## src/rtl/wb_pkg.sv

```systemverilog
// Shared definitions for the writeback arbiter slice.
//   WB_N    : default register-file data width
//   WB_R    : default register-file address width
//   REG0    : index of the hard-wired zero register; writes to it are dropped
//   wb_req_t: one register-file write request (enable, address, data)
package wb_pkg;
    localparam int WB_N = 16;
    localparam int WB_R = 3;
    localparam int REG0 = 0;

    typedef struct packed {
        logic            we;
        logic [WB_R-1:0] wa;
        logic [WB_N-1:0] wd;
    } wb_req_t;
endpackage

```

## src/rtl/wb_arbiter_scoreboard.sv

```systemverilog
// Scoreboard of registers with an outstanding long-latency write.
//   clk, rst_n         : clock, synchronous active-low reset
//   set_en, set_idx    : mark a register pending (long op issued)
//   clr_en, clr_idx    : release a register (held result written or dropped)
//   chk_valid, chk_ra1,
//   chk_ra2, chk_rd    : three-port hazard lookup from decode
//   pending            : registered scoreboard bits, bit 0 always 0
//   hazard             : combinational, any checked register is pending
module wb_arbiter_scoreboard
    import wb_pkg::*;
#(
    parameter int R = WB_R
) (
    input  logic            clk,
    input  logic            rst_n,
    input  logic            set_en,
    input  logic [R-1:0]    set_idx,
    input  logic            clr_en,
    input  logic [R-1:0]    clr_idx,
    input  logic            chk_valid,
    input  logic [R-1:0]    chk_ra1,
    input  logic [R-1:0]    chk_ra2,
    input  logic [R-1:0]    chk_rd,
    output logic [2**R-1:0] pending,
    output logic            hazard
);
    logic [2**R-1:0] pending_d;
    logic [2**R-1:0] pending_q;

    // Clear is applied before set, so a re-issue to the register that is
    // draining in the same cycle keeps it pending for the new long op.
    always_comb begin
        pending_d = pending_q;
        if (clr_en) pending_d[clr_idx] = 1'b0;
        if (set_en) pending_d[set_idx] = 1'b1;
        pending_d[REG0] = 1'b0;
    end

    always_ff @(posedge clk) begin
        if (!rst_n) pending_q <= '0;
        else        pending_q <= pending_d;
    end

    assign pending = pending_q;
    assign hazard  = chk_valid &&
                     (pending_q[chk_ra1] || pending_q[chk_ra2] || pending_q[chk_rd]);
endmodule

```

## src/rtl/wb_arbiter.sv

```systemverilog
// Writeback arbiter: merges MEM/WB results and long-unit results onto the
// register file's single write port, pipeline first. Long results wait in a
// one-entry hold buffer; a starvation counter requests a pipeline bubble when
// a held result has been blocked too long.
//   pipe_we/wa/wd      : MEM/WB write, always accepted
//   lu_valid/wa/wd     : long-unit result, lu_ready is the accept handshake
//   iss_long, iss_rd   : decode issues a long op (marks iss_rd pending)
//   chk_*              : decode hazard lookup, hazard is combinational
//   we3/wa3/wd3        : registered register-file write port
//   pending            : registered scoreboard bits
//   stall_req          : registered bubble request to the pipeline
//   wb_err             : sticky, a pipeline write hit a pending register
//
// Handshake: the long unit holds lu_valid/lu_wa/lu_wd stable until it sees
// lu_ready=1; a transfer happens on every rising edge where lu_valid and
// lu_ready are both 1, and lu_ready never depends on lu_valid.
module wb_arbiter
    import wb_pkg::*;
#(
    parameter int N      = WB_N,
    parameter int R      = WB_R,
    parameter int STARVE = 4
) (
    input  logic            clk,
    input  logic            rst_n,
    input  logic            pipe_we,
    input  logic [R-1:0]    pipe_wa,
    input  logic [N-1:0]    pipe_wd,
    input  logic            lu_valid,
    input  logic [R-1:0]    lu_wa,
    input  logic [N-1:0]    lu_wd,
    output logic            lu_ready,
    input  logic            iss_long,
    input  logic [R-1:0]    iss_rd,
    input  logic            chk_valid,
    input  logic [R-1:0]    chk_ra1,
    input  logic [R-1:0]    chk_ra2,
    input  logic [R-1:0]    chk_rd,
    output logic            hazard,
    output logic            stall_req,
    output logic            we3,
    output logic [R-1:0]    wa3,
    output logic [N-1:0]    wd3,
    output logic [2**R-1:0] pending,
    output logic            wb_err
);
    localparam int CW = (STARVE < 1) ? 1 : $clog2(STARVE + 1);

    logic            hold_valid_d, hold_valid_q;
    logic [R-1:0]    hold_wa_d,    hold_wa_q;
    logic [N-1:0]    hold_wd_d,    hold_wd_q;
    logic            we3_d,        we3_q;
    logic [R-1:0]    wa3_d,        wa3_q;
    logic [N-1:0]    wd3_d,        wd3_q;
    logic [CW-1:0]   cnt_d,        cnt_q;
    logic            stall_d,      stall_q;
    logic            wb_err_d,     wb_err_q;

    logic pe;
    logic lu_fire;
    logic drain;

    assign pe       = pipe_we && (pipe_wa != R'(REG0));
    assign lu_ready = !hold_valid_q || !pe;
    assign lu_fire  = lu_valid && lu_ready;
    // The held entry leaves whenever the pipeline is not using the port,
    // either as a real write or, for r0, silently dropped.
    assign drain    = hold_valid_q && !pe;

    always_comb begin
        hold_valid_d = hold_valid_q;
        hold_wa_d    = hold_wa_q;
        hold_wd_d    = hold_wd_q;
        if (drain) hold_valid_d = 1'b0;
        // Load after drain so a same-cycle drain+load keeps the entry full.
        if (lu_fire) begin
            hold_valid_d = 1'b1;
            hold_wa_d    = lu_wa;
            hold_wd_d    = lu_wd;
        end
    end

    always_comb begin
        we3_d = 1'b0;
        wa3_d = wa3_q;
        wd3_d = wd3_q;
        if (pe) begin
            we3_d = 1'b1;
            wa3_d = pipe_wa;
            wd3_d = pipe_wd;
        end else if (hold_valid_q && (hold_wa_q != R'(REG0))) begin
            we3_d = 1'b1;
            wa3_d = hold_wa_q;
            wd3_d = hold_wd_q;
        end
    end

    // Counts cycles the held result lost the port; saturates so stall_req
    // stays up until the bubble arrives and the entry drains.
    always_comb begin
        cnt_d = cnt_q;
        if (drain)
            cnt_d = '0;
        else if (hold_valid_q && pe && (cnt_q != CW'(STARVE)))
            cnt_d = cnt_q + 1'b1;
        stall_d = (cnt_d == CW'(STARVE));
    end

    always_comb begin
        wb_err_d = wb_err_q || (pe && pending[pipe_wa]);
    end

    always_ff @(posedge clk) begin
        if (!rst_n) begin
            hold_valid_q <= 1'b0;
            hold_wa_q    <= '0;
            hold_wd_q    <= '0;
            we3_q        <= 1'b0;
            wa3_q        <= '0;
            wd3_q        <= '0;
            cnt_q        <= '0;
            stall_q      <= 1'b0;
            wb_err_q     <= 1'b0;
        end else begin
            hold_valid_q <= hold_valid_d;
            hold_wa_q    <= hold_wa_d;
            hold_wd_q    <= hold_wd_d;
            we3_q        <= we3_d;
            wa3_q        <= wa3_d;
            wd3_q        <= wd3_d;
            cnt_q        <= cnt_d;
            stall_q      <= stall_d;
            wb_err_q     <= wb_err_d;
        end
    end

    wb_arbiter_scoreboard #(.R(R)) u_scoreboard (
        .clk       (clk),
        .rst_n     (rst_n),
        .set_en    (iss_long && (iss_rd != R'(REG0))),
        .set_idx   (iss_rd),
        .clr_en    (drain),
        .clr_idx   (hold_wa_q),
        .chk_valid (chk_valid),
        .chk_ra1   (chk_ra1),
        .chk_ra2   (chk_ra2),
        .chk_rd    (chk_rd),
        .pending   (pending),
        .hazard    (hazard)
    );

    assign we3       = we3_q;
    assign wa3       = wa3_q;
    assign wd3       = wd3_q;
    assign stall_req = stall_q;
    assign wb_err    = wb_err_q;
endmodule

```

## config.mk

```make
export PLATFORM = sky130hd
export DESIGN_NAME = wb_arbiter
export DESIGN_NICKNAME = d
export VERILOG_FILES = /design/src/rtl/wb_pkg.sv /design/src/rtl/wb_arbiter_scoreboard.sv /design/src/rtl/wb_arbiter.sv
export SDC_FILE = /design/constraint.sdc
export NUM_CORES = 1
export LEC_CHECK = 0
export ABC_AREA = 1
export BUFFER_PORTS_ARGS = -buffer_cell sky130_fd_sc_hd__buf_2
export CORE_ASPECT_RATIO = 1.1
export CORE_MARGIN = 5
export CORE_UTILIZATION = 35
export DETAILED_ROUTE_END_ITERATION = 10
export GPL_TIMING_DRIVEN = 0
export PLACE_DENSITY = 0.7
export RECOVER_POWER = 100
export SLEW_MARGIN = 20
export SYNTH_ARGS = -nofsm -noshare
export SYNTH_HDL_FRONTEND = slang
export SYNTH_HIERARCHICAL = 1
export SYNTH_SLANG_ARGS = --single-unit
```

## constraint.sdc

```tcl
create_clock -name clk -period 1.6 [get_ports clk]
set_clock_uncertainty 0.2 [all_clocks]
set_input_delay 0.32 -clock clk [delete_from_list [all_inputs] [get_ports clk]]
set_output_delay 0.32 -clock clk [all_outputs]
set_load 0.05 [all_outputs]
```

==> impl_results.md <==
* Max Cap Viol at 0
* Slowest cell delay on critical path at 370 ps
* Synth Flop Type: dfxtp_1
* Post-Syn Area at 2560 sq um
* Worst setup EP type: output pin
* Final Worst Setup Slack at -324 ps
* Critical Path AT at 1400 ps
* CP required at 1080 ps
* Layer with the highest usage: met2
* Drt initial violations at 48
* Core area at 7090 sq um
* Dpl hpwl at 5.42 mm
* Final setup viols at 3
* Post-Synth XOR/XNOR Area at 0.00342
* Max Fclk at 520 MHz
* Largest net degree at the start of global routing at 16
* CP max FO at 5
* Beginning of the worst hold path: lu_wd[1]
* Layout net count at 509
* Worst hold endpoint: hold_wd_q[1]
* First-pass GRT wire length at 12.0 mm
* Mapped Avg Cell Area at 7.17 sq um
* TritonCTS Sinks at 52
* Setup crit start: u_scoreboard/pending[7]
* Fillers at 723
* Hold WS at 50.9 ps
* Main combinational cell family by area after synthesis: simple AND/OR/NAND/NOR gates
* YS warnings at 6
* H-tree depth at 2
* Register area at 1070 sq um
* Io pins at 88
* Post-Synth Simple-Gate Area at 0.305
* Clk pin slew, worst setup/hold paths at 100 ps
* Met2 Usage GRT at 0.272
* First drt pass iteration count at 4
* Register area share after synthesis at 0.407
* CTS Hold Bufs at 0
* Multi-input gate area at 1270 sq um
* Via/cell ratio at 4.89
* Via Count at 2621
* DRT Wirelength at 7.02 mm
* Status: finished, violations left
* Number of global-route vias before repair at 2680
* Hold path depth at 3
* Async S/R FF share, synth at 0
* Cells after synthesis at 357
* WP buf/inv at 1
* Root buf cell: clkbuf_8
* Initial antenna violation count at 0
* P&R area growth vs syn at 27.5%
* Final Power at 3.17 mW
* FP Rows at 32
* Startpoint Class: register
* Clock Latency Late Sink at 300 ps
* CTS Buf Count at 5
* RR Startpoint: hold_wa_q[0]
* I/O Buffers at 86
* Grt total ovfl at 0
* Commonest non-fill, non-tap cell in the layout: nand2_1
* Leakage power at 1.70 nW
* Share of post-route cells with drive strength above 1 at 0.284
* Slowest CP cell: dfxtp_4
* Wire per inst at 13.1 microns
* Die width at 91.5 microns
* Number of synthesized register bits at 52
* Commonest non-fill, non-tap cells in the layout: 81 x nand2_1, 57 x buf_2, 53 x nor2_1
* Grt met1 use at 0.191
* Cell variety after synth at 31
* RSZ-0062 raised after global routing: true
* Hold Vio Cnt, Final at 0
* Drt drc at 0
* Tcrit/Tclk final at 1.20
* IR drop worst, VDD at 563 uV
* Cells on worst reg2reg path at 8
* Vert. Die Dim at 99.7 microns
* CP cell instances: or2_0, nand2_1, nand2_1, nand2_1, nand2_1, nor2_2, nor2_4, buf_8
* R2r endpoint: wa3[2]
* Syn_nets at 415
* Multiplexer area fraction after synthesis at 0
* Final Max Slew Viols at 0
* Diode count at 0
* Initial Util at 0.361
* Clk buf depth at 2
* Hold Path Class: input pin to register
* Most common cell on crit path: nand2_1
* Post-route ant nets at 0
* WS Path Type: register to output pin
* Total track usage at 0.159
* CTS tree: built
* Placer Congestion at 0.808
* Compound-Gate Fraction of Synth Area at 0.177
* EDFF count, synth at 0
* Flop-to-flop setup slack at 0 ps
* DIE AREA at 9130 sq um
* P per Cell Area at 973 nW/um^2
* Failing checks: negative setup slack
* Final period demand of the worst path at 1920 ps
* Delay-heaviest family, CP: simple AND/OR/NAND/NOR gates
* Adder-Cell Fraction of Synth Area at 0.00978
* Met3 Use GR at 0.0469
==> worst reg2reg max path: stages, from the launching register on <==
cell and delay, ps:
dfxtp_1 400, inv_1 90, nand3b_1 90, nand2_1 60, nand2_2 60, clkbuf_2 260, buf_8 190, o211ai_4 90
a21oi_2 110
==> cell families (layout without fill, tap and decap cells) <==
kind of cell	after synthesis	in the layout
adder cells (fa/ha/maj)	2	2
other	1	1
AO/OA/AOI/OAI	68	68
AND/OR/NAND/NOR	183	183
flip-flops	52	52
XOR/XNOR	1	1
buffers and inverters	50	144
==> metal layers <==
metal	routed length [microns]	share of wire	up-vias
met2	3330	0.47	84
li1	-	-	1357
met5	0	0	-
met4	78	0.011	0
met3	549	0.078	8
met1	3070	0.44	1172
==> per-stage QoR <==
step	setup WS (ps)	std cells	utilization	TNS (ps)	instance area, sq um
final	-324	536	0.460	-462	3260
after global routing	-433	536	0.460	-4020	3260
after CTS	-337	536	0.463	-337	3280
after detailed placement	-270	528	0.442	-4500	3130
after global placement	-229	528	0.442	-2690	3130
after floorplan	-33.2	357	-	-33.2	2590
==> state kept, by name (all words and copies together), names as in the netlist <==
register / count
cnt_q: 3
hold_valid_q: 1
hold_wa_q: 3
hold_wd_q: 16
stall_req: 1
u_scoreboard/pending: 7
wa3: 3
wb_err: 1
wd3: 16
we3: 1
==> area by class of cell <==
| class | instances | area share |
|---|---|---|
| sequential | 52 | 0.328 |
| timing repair buffer | 87 | 0.140 |
| tap | 85 | 0.0326 |
| inverter | 35 | 0.0410 |
| multi-input combinational | 255 | 0.389 |
| clock buffer | 7 | 0.0364 |
| buffer | 15 | 0.0326 |
==> synthesized netlist by cell type, types with 2 or more instances <==
| library cell | count | area, sq um |
|---|---|---|
| clkbuf_1 | 4 | 15.0 |
| o21ai_0 | 11 | 55.1 |
| nand2_1 | 80 | 300 |
| buf_2 | 3 | 15.0 |
| o21ai_1 | 22 | 110 |
| buf_6 | 4 | 45.0 |
| ha_1 | 2 | 25.0 |
| buf_4 | 3 | 22.5 |
| nand2_2 | 4 | 25.0 |
| nand2_4 | 2 | 22.5 |
| a21oi_1 | 12 | 60.1 |
| dfxtp_1 | 52 | 1040 |
| nand4_1 | 10 | 62.6 |
| o211a_1 | 16 | 160 |
| nor2_1 | 55 | 206 |
| a21oi_2 | 2 | 17.5 |
| inv_1 | 33 | 124 |
| nand3_1 | 29 | 145 |
==> power by group <==
part           leakage [nW]  internal, mW  switching, mW
clock network        0.0606         0.490          0.426
registers             0.436          1.39         0.0656
logic                  1.21         0.266          0.536
==> worst max path at each step <==
stage | to | depth (start not counted)
after global placement | hazard | 10
after detailed placement | hazard | 10
after floorplan | hazard | 8
final | hazard | 8
after global routing | hazard | 8
after CTS | hazard | 8
==> what timing repair did <==
item	4_1_cts	5_1_grt
setup buffers	1	0
pin swaps	4	3
setup endpoints to repair	2	19
resized for setup	7	6
(Power assumes the default switching activity.)
